## config.mk

```make
export PLATFORM = sky130hd
export DESIGN_NAME = hazard_forward_ctrl_flat
export DESIGN_NICKNAME = d
export VERILOG_FILES = /design/src/rtl/hazard_forward_ctrl_if.sv /design/src/rtl/hazard_forward_ctrl.sv /design/src/flat_wrapper.sv
export SDC_FILE = /design/constraint.sdc
export NUM_CORES = 1
export LEC_CHECK = 0
export CORE_MARGIN = 5
export CORE_UTILIZATION = 45
export CTS_CLUSTER_DIAMETER = 200
export CTS_CLUSTER_SIZE = 24
export DETAILED_ROUTE_END_ITERATION = 6
export GPL_ROUTABILITY_DRIVEN = 0
export GPL_TIMING_DRIVEN = 0
export PLACE_DENSITY = 0.74
export SKIP_CTS_REPAIR_TIMING = 1
export SLEW_MARGIN = 20
export SYNTH_ARGS = -nofsm -noshare
export SYNTH_HDL_FRONTEND = slang
export SYNTH_SLANG_ARGS = --single-unit
```

## constraint.sdc

```tcl
create_clock -name clk -period 3.05 [get_ports clk]
set_clock_uncertainty 0.1 [all_clocks]
set_input_delay 0.61 -clock clk [delete_from_list [all_inputs] [get_ports clk]]
set_output_delay 0.61 -clock clk [all_outputs]
set_load 0.05 [all_outputs]
```

## src/rtl/hazard_forward_ctrl_if.sv

```systemverilog
// rtl/hazard_forward_ctrl_if.sv - ID-stage operand/hazard bundle between datapath and hazard_forward_ctrl
interface hazard_forward_ctrl_if #(
   parameter int REG_AW = 5
);
   logic [REG_AW-1:0] id_rs;
   logic [REG_AW-1:0] id_rt;
   logic              id_rs_used;
   logic              id_rt_used;
   logic [REG_AW-1:0] id_dest;
   logic              id_reg_write;
   logic              id_load;
   logic              mem_wait;
   logic [1:0]        fwd_a_sel;
   logic [1:0]        fwd_b_sel;
   logic              pc_ld;
   logic              ifid_ld;
   logic              idex_bubble;
   logic              stall;

   modport master (
      output id_rs, id_rt, id_rs_used, id_rt_used, id_dest, id_reg_write, id_load, mem_wait,
      input  fwd_a_sel, fwd_b_sel, pc_ld, ifid_ld, idex_bubble, stall
   );

   modport slave (
      input  id_rs, id_rt, id_rs_used, id_rt_used, id_dest, id_reg_write, id_load, mem_wait,
      output fwd_a_sel, fwd_b_sel, pc_ld, ifid_ld, idex_bubble, stall
   );
endinterface

```

## src/rtl/hazard_forward_ctrl.sv

```systemverilog
// rtl/hazard_forward_ctrl.sv - 5-stage MIPS hazard/forwarding controller (EX/MEM/WB dest trackers)
// Optional stall/freeze counters enabled by defining HAZ_STALL_CNT_EN.
module hazard_forward_ctrl #(
   parameter int REG_AW   = 5,
   parameter int NUM_REGS = 32
) (
   input  logic                  clk,
   input  logic                  reset,
`ifdef HAZ_STALL_CNT_EN
   output logic [31:0]           stall_cnt,
   output logic [31:0]           freeze_cnt,
`endif
   hazard_forward_ctrl_if.slave  bus
);

   logic [REG_AW-1:0] ex_dest, mem_dest, wb_dest;
   logic              ex_rw, mem_rw, wb_rw;
   logic              ex_load, mem_load;
   logic              load_use;

   // Register 0 is hardwired zero, so it never creates a dependency.
   function automatic logic reg_live(input logic [REG_AW-1:0] r);
      return (r != '0) && ({1'b0, r} < (REG_AW + 1)'(NUM_REGS));
   endfunction

   function automatic logic [1:0] fwd_sel(
      input logic [REG_AW-1:0] src,
      input logic              used,
      input logic [REG_AW-1:0] e_dest,
      input logic              e_rw,
      input logic              e_load,
      input logic [REG_AW-1:0] m_dest,
      input logic              m_rw,
      input logic [REG_AW-1:0] w_dest,
      input logic              w_rw
   );
      logic [1:0] sel;
      sel = 2'b00;
      if (used && reg_live(src)) begin
         if (e_rw && e_dest == src)
            sel = e_load ? 2'b00 : 2'b01;
         else if (m_rw && m_dest == src)
            sel = 2'b10;
         else if (w_rw && w_dest == src)
            sel = 2'b11;
      end
      return sel;
   endfunction

   always_comb begin
      load_use = 1'b0;
      if (ex_load && ex_rw && reg_live(ex_dest))
         load_use = (bus.id_rs_used && bus.id_rs == ex_dest) ||
                    (bus.id_rt_used && bus.id_rt == ex_dest);
   end

   always_comb begin
      bus.pc_ld       = 1'b1;
      bus.ifid_ld     = 1'b1;
      bus.idex_bubble = 1'b0;
      bus.stall       = 1'b0;
      bus.fwd_a_sel   = fwd_sel(bus.id_rs, bus.id_rs_used, ex_dest, ex_rw, ex_load,
                                mem_dest, mem_rw, wb_dest, wb_rw);
      bus.fwd_b_sel   = fwd_sel(bus.id_rt, bus.id_rt_used, ex_dest, ex_rw, ex_load,
                                mem_dest, mem_rw, wb_dest, wb_rw);
      if (reset) begin
         bus.pc_ld       = 1'b0;
         bus.ifid_ld     = 1'b0;
         bus.idex_bubble = 1'b1;
         bus.fwd_a_sel   = 2'b00;
         bus.fwd_b_sel   = 2'b00;
      end else if (bus.mem_wait) begin
         // Freeze: hold everything, do not inject a bubble.
         bus.pc_ld   = 1'b0;
         bus.ifid_ld = 1'b0;
      end else if (load_use) begin
         bus.pc_ld       = 1'b0;
         bus.ifid_ld     = 1'b0;
         bus.idex_bubble = 1'b1;
         bus.stall       = 1'b1;
      end
   end

   always_ff @(posedge clk) begin
      if (reset) begin
         ex_dest  <= '0;
         ex_rw    <= 1'b0;
         ex_load  <= 1'b0;
         mem_dest <= '0;
         mem_rw   <= 1'b0;
         mem_load <= 1'b0;
         wb_dest  <= '0;
         wb_rw    <= 1'b0;
      end else if (!bus.mem_wait) begin
         wb_dest  <= mem_dest;
         wb_rw    <= mem_rw;
         mem_dest <= ex_dest;
         mem_rw   <= ex_rw;
         mem_load <= ex_load;
         if (load_use) begin
            ex_dest <= '0;
            ex_rw   <= 1'b0;
            ex_load <= 1'b0;
         end else begin
            ex_dest <= bus.id_dest;
            ex_rw   <= bus.id_reg_write;
            ex_load <= bus.id_load;
         end
      end
   end

`ifdef HAZ_STALL_CNT_EN
   always_ff @(posedge clk) begin
      if (reset) begin
         stall_cnt  <= '0;
         freeze_cnt <= '0;
      end else begin
         if (bus.stall && stall_cnt != 32'hFFFF_FFFF)
            stall_cnt <= stall_cnt + 32'd1;
         if (bus.mem_wait && freeze_cnt != 32'hFFFF_FFFF)
            freeze_cnt <= freeze_cnt + 32'd1;
      end
   end
`endif

   // mem_load is kept for tracker symmetry; the WB slot never needs it.
   logic unused_mem_load;
   assign unused_mem_load = mem_load;

endmodule

```

## src/flat_wrapper.sv

```systemverilog
// flat-port wrapper written by rule: the top's interface ports become plain ports
module hazard_forward_ctrl_flat 
#(
   parameter int REG_AW   = 5,
   parameter int NUM_REGS = 32
)
  (clk, reset, bus_id_rs, bus_id_rt, bus_id_rs_used, bus_id_rt_used, bus_id_dest, bus_id_reg_write, bus_id_load, bus_mem_wait, bus_fwd_a_sel, bus_fwd_b_sel, bus_pc_ld, bus_ifid_ld, bus_idex_bubble, bus_stall);
  hazard_forward_ctrl_if #(.REG_AW(REG_AW)) bus_i ();
  input  logic clk;
  input  logic reset;
  input wire logic [$bits(bus_i.id_rs)-1:0] bus_id_rs;
  input wire logic [$bits(bus_i.id_rt)-1:0] bus_id_rt;
  input wire logic [$bits(bus_i.id_rs_used)-1:0] bus_id_rs_used;
  input wire logic [$bits(bus_i.id_rt_used)-1:0] bus_id_rt_used;
  input wire logic [$bits(bus_i.id_dest)-1:0] bus_id_dest;
  input wire logic [$bits(bus_i.id_reg_write)-1:0] bus_id_reg_write;
  input wire logic [$bits(bus_i.id_load)-1:0] bus_id_load;
  input wire logic [$bits(bus_i.mem_wait)-1:0] bus_mem_wait;
  output wire logic [$bits(bus_i.fwd_a_sel)-1:0] bus_fwd_a_sel;
  output wire logic [$bits(bus_i.fwd_b_sel)-1:0] bus_fwd_b_sel;
  output wire logic [$bits(bus_i.pc_ld)-1:0] bus_pc_ld;
  output wire logic [$bits(bus_i.ifid_ld)-1:0] bus_ifid_ld;
  output wire logic [$bits(bus_i.idex_bubble)-1:0] bus_idex_bubble;
  output wire logic [$bits(bus_i.stall)-1:0] bus_stall;
  assign bus_i.id_rs = bus_id_rs;
  assign bus_i.id_rt = bus_id_rt;
  assign bus_i.id_rs_used = bus_id_rs_used;
  assign bus_i.id_rt_used = bus_id_rt_used;
  assign bus_i.id_dest = bus_id_dest;
  assign bus_i.id_reg_write = bus_id_reg_write;
  assign bus_i.id_load = bus_id_load;
  assign bus_i.mem_wait = bus_mem_wait;
  assign bus_fwd_a_sel = bus_i.fwd_a_sel;
  assign bus_fwd_b_sel = bus_i.fwd_b_sel;
  assign bus_pc_ld = bus_i.pc_ld;
  assign bus_ifid_ld = bus_i.ifid_ld;
  assign bus_idex_bubble = bus_i.idex_bubble;
  assign bus_stall = bus_i.stall;
  hazard_forward_ctrl #(.REG_AW(REG_AW), .NUM_REGS(NUM_REGS)) u_core (.clk(clk), .reset(reset), .bus(bus_i));
endmodule
```

======== Word level (Yosys, flattened, before mapping) ========
Index checks and enable logic that the tools add are counted.
storage, ports and cells
  register bits after elaboration ......... 19
  input bits .............................. 22
  output and inout port bits .............. 8
  logic and storage cells ................. 53
operators by class
  eq/ne operators ......................... 8
  mux-type cells .......................... 22
  reductions and logical operators ........ 16
operators with widths
  operator             number
  5-bit equality test  8
  2-bit 2-to-1 mux     10
  5-bit nonzero test   3
  1-bit logical AND    12
  1-bit 2-to-1 mux     11
  5-bit 2-to-1 mux     1
  1-bit logical OR     1

======== Logic depth before layout (Yosys ltp) ========
  depth in word-level cells ............... 7
  mapped depth ............................ 7
  gate-level depth less buffers ........... 5

======== Least setup slack after synthesis ========
Ideal clock, no wire load.
  path kind ............................... input-to-output
  start ................................... input port bus_id_rs[0]
  end ..................................... output port bus_stall
  arrival time ............................ 2620 ps
  required time ........................... 2340 ps
  setup slack ............................. -280 ps
  cell stages on the path ................. 6
  buffers on the path ..................... 1
  cell sequence ........................... clkbuf_1 -> xor2_1 -> nor3_2 -> o2bb2a_4 -> or2_4 -> nor3_1
between the ends
  word-level cells in the longest chain between the ends .. 7
ends and longest elaborated chain
  item                 line                       text
  from (decl)          flat_wrapper.sv:11         input wire logic [$bits(bus_i.id_rs)-1:0] bus_id_rs;
  5-bit equality test  hazard_forward_ctrl.sv:53  load_use = (bus.id_rs_used && bus.id_rs == ex_dest) ||
  1-bit logical AND    hazard_forward_ctrl.sv:53
  1-bit logical OR     hazard_forward_ctrl.sv:53
  1-bit 2-to-1 mux     hazard_forward_ctrl.sv:52  if (ex_load && ex_rw && reg_live(ex_dest))
  1-bit 2-to-1 mux     hazard_forward_ctrl.sv:76  end else if (load_use) begin
  1-bit 2-to-1 mux     hazard_forward_ctrl.sv:72  end else if (bus.mem_wait) begin
  1-bit 2-to-1 mux     hazard_forward_ctrl.sv:66  if (reset) begin
  to (decl)            flat_wrapper.sv:24         output wire logic [$bits(bus_i.stall)-1:0] bus_stall;
No other way between the ends.

======== Final worst setup path ========
  start ................................... input port bus_id_rs_used
  end ..................................... output port bus_pc_ld
between the ends
  word-level cells in the longest chain between the ends .. 6
ends and longest elaborated chain
  item               line                       text
  from (decl)        flat_wrapper.sv:13         input wire logic [$bits(bus_i.id_rs_used)-1:0] bus_id_rs_used;
  1-bit logical AND  hazard_forward_ctrl.sv:53
  1-bit logical OR   hazard_forward_ctrl.sv:53
  1-bit 2-to-1 mux   hazard_forward_ctrl.sv:52
  1-bit 2-to-1 mux   hazard_forward_ctrl.sv:76
  1-bit 2-to-1 mux   hazard_forward_ctrl.sv:72
  1-bit 2-to-1 mux   hazard_forward_ctrl.sv:66
  to (decl)          flat_wrapper.sv:21         output wire logic [$bits(bus_i.pc_ld)-1:0] bus_pc_ld;
No other way between the ends.

==> metrics.txt <==
synth top area cells=dfxtp_1 30%, xor2_1 13%, mux2i_1 9.6%; Critical Path Sink=bus_pc_ld; Die Area=0.00393 sq mm; Final Hold Vio Count=0; vias in the first global route=~1.2k; area leader, netlist=dfxtp_1; Congestion Overflow GR=0; status=finished, final reports clean; launch point of the worst path=bus_id_rs_used; Hold Crit Class=reg2reg; total core area=0.00271 sq mm; CTS clock-pin slew for the worst setup and hold paths=110 ps; vias per inst=5.59; Worst EP required=roughly 2300 ps; Vias=1180; element type at the critical path end=output port; Worst Path Buf+Inv=3; wire length per cell=15.0 um; Rows=19; clk_lat worst skew=300 ps; Levels on crit path=7; Power, Total=about 0.53 mW; CTS Buffer Depth=2; maxcap violations=0; antenna violations before repair=0; CTS root buffer=clkbuf_4; Worst R2R End=u_core.ex_dest[0]; routed wire length=3160 um; post-synthesis sequential area ratio=30.5%; warnings from Yosys=0; CTS tree=built; CP cell instances=clkdlybuf4s50_1 > and3_1 > o2bb2a_4 > or2_4 > nor3b_4 > buf_4 > clkbuf_4; power per cell area=326 mW/mm^2; CTS buffer count=3; first-pass GRT wire length=5250 um; largest net degree at the start of global routing=11; post-synth cell types=31; Detail Placement HPWL=roughly 2500 um; share of cells above drive strength 1=between 10 and 15%; worst path arrival time=2250 ps; number of max-slew violations in the final report=0; worst-path maximum fanout=8; die height=62.7 um; Synth top area share=30.5%; CP delay by family, top=buffers and inverters; Final Cycle Share=between 90 and 100%; Antenna diodes=0; nets@finish=between 200 and 250; Pre-Repair DR Iteration Count=5; Slew Limit Headroom=66.2%; # H-tree levels=1; Final min period=2960 ps; Worst path max stage delay=520 ps; maximum VDD drop=0.000229 V; Critical-path top delay cell=clkdlybuf4s50_1; critical path type=in2out; Slew @ Worst Pin=507 ps; die width=62.7 um; port bufs=28; Synth Net Count=between 150 and 200; number of cells on the worst reg-to-reg path=5; Syn Area/Cell=8.54 sq um; reg-to-reg critical path startpoint=u_core.ex_dest[2]; Setup crit start kind=input pin; Leak=0.725 nW; Mapped Cells=146; Post-DP Area=0.00158 sq mm; Worst R2R Setup Slack=1330 ps; setup repair after global routing missed its margin=no; # setup viols final=0; Routed Antenna Nets=0; DRT iter0 DRCs=32; initial core utilization=~46%; CTS Sinks=19; fin area=0.00162 sq mm; FMAX=338 MHz; Mapped Area=0.00125 sq mm; DRC Markers=0; Synth-to-Final Area Change=29.9%; I/O pin count=30; total global-route track usage=16.4%; Yosys reg bits=19
-- registers in the layout, indices dropped and copies added (netlist names) --
name,count
u_core.ex_dest,5
u_core.ex_rw,1
u_core.mem_dest,5
u_core.wb_dest,5
u_core.wb_rw,1
u_core.mem_rw,1
u_core.ex_load,1
-- how the worst min path moves through the flow --
stage,start,to,slack [ps],cells after the start
after floorplan,u_core.wb_rw,u_core.wb_rw,370,2
after global placement,u_core.wb_rw,u_core.wb_rw,400,2
after detailed placement,u_core.ex_load,u_core.ex_load,410,2
after CTS,u_core.ex_load,u_core.ex_load,430,2
after global routing,u_core.ex_load,u_core.ex_load,450,2
final,u_core.ex_load,u_core.ex_load,430,2
-- kinds of logic (layout without fill, tap and decap cells) --
group                  count (synthesis)  after routing  share of synthesized area, %
AND/OR/NAND/NOR                       52             52                          22.5
AO/OA/AOI/OAI                         24             24                          13.2
buffers and inverters                  9             43                          3.11
multiplexers                          12             12                          9.63
flip-flops                            19             19                          30.5
XOR/XNOR                              30             30                          21.1
-- cells in the final DEF, fill, tap and decap left out, types with 2 or more instances in the layout --
cell type,instances
clkbuf_2,9
xor2_1,19
clkdlybuf4s50_1,11
inv_1,2
o21ai_0,7
nand2_1,9
clkbuf_4,4
dlymetal6s2s_1,9
xnor2_1,10
and3_1,3
nor2b_1,7
o2111ai_1,2
nor4_1,3
mux2i_1,12
or4_1,2
a21oi_1,8
buf_4,3
nand3_1,5
dfxtp_1,19
clkbuf_1,4
nor2_1,14
nor3_2,2
a31oi_1,2
-- stage by stage --
stage	utilization, %	std cells	setup slack, ps	hold slack, ps	TNS [ps]
6_report	59.8	211	88.4	431	0
5_1_grt	59.8	211	32.2	445	0
4_1_cts	59.2	209	-707	427	-4750
3_5_place_dp	58.2	205	-706	410	-4750
3_3_place_gp	58.2	205	-663	405	-4420
2_1_floorplan	-	146	50.8	370	0
-- where the power goes --
group          internal (mW)  switching, mW  total (mW)
sequential             0.257         0.0150       0.272
clock                 0.0510         0.0796       0.131
combinational         0.0626         0.0636       0.126
total                  0.370          0.158       0.529
-- per-layer routing --
metal | up-vias | part of all wire (%) | GRT usage [%]
li1 | 577 | - | -
met5 | - | 0 | 0
met1 | 557 | 45 | 18.6
met4 | 0 | 1.6 | 7.96
met3 | 7 | 5.5 | 4.68
met2 | 39 | 48 | 27.8
-- Yosys cell counts --
master,n
nand4_1,1
nand3b_1,1
nor4_1,4
o211ai_4,1
nor3_2,1
or4_4,1
buf_4,1
o211ai_1,1
o21ai_0,7
nor3_1,2
and3_1,3
xnor2_1,11
buf_2,1
o2111ai_1,2
nor2_1,14
nor2b_1,7
clkbuf_1,5
a31oi_1,2
o2bb2a_4,1
xor2_1,19
nor3b_2,1
o22ai_1,1
nand2_1,9
a21oi_1,8
or4_1,2
mux2i_1,12
inv_1,2
o21ai_1,1
dfxtp_1,19
or2_4,1
nand3_1,5
-- area by class of cell --
type	instances	area (sq um)
Clock buffer	4	26.3
Inverter	2	7.51
Tap cell	31	38.8
Multi-Input combinational cell	118	853
Timing Repair Buffer	30	280
Fill cell	251	1090
Buffer	7	33.8
Sequential cell	19	380
-- worst register-to-register path, stage by stage, from the launching register on --
cell and delay [ps]:
dfxtp_1 400, or4_4 570, o211ai_4 210, buf_4 160, o21ai_0 70, a21oi_1 140
Power figures use the tool's default switching activity.
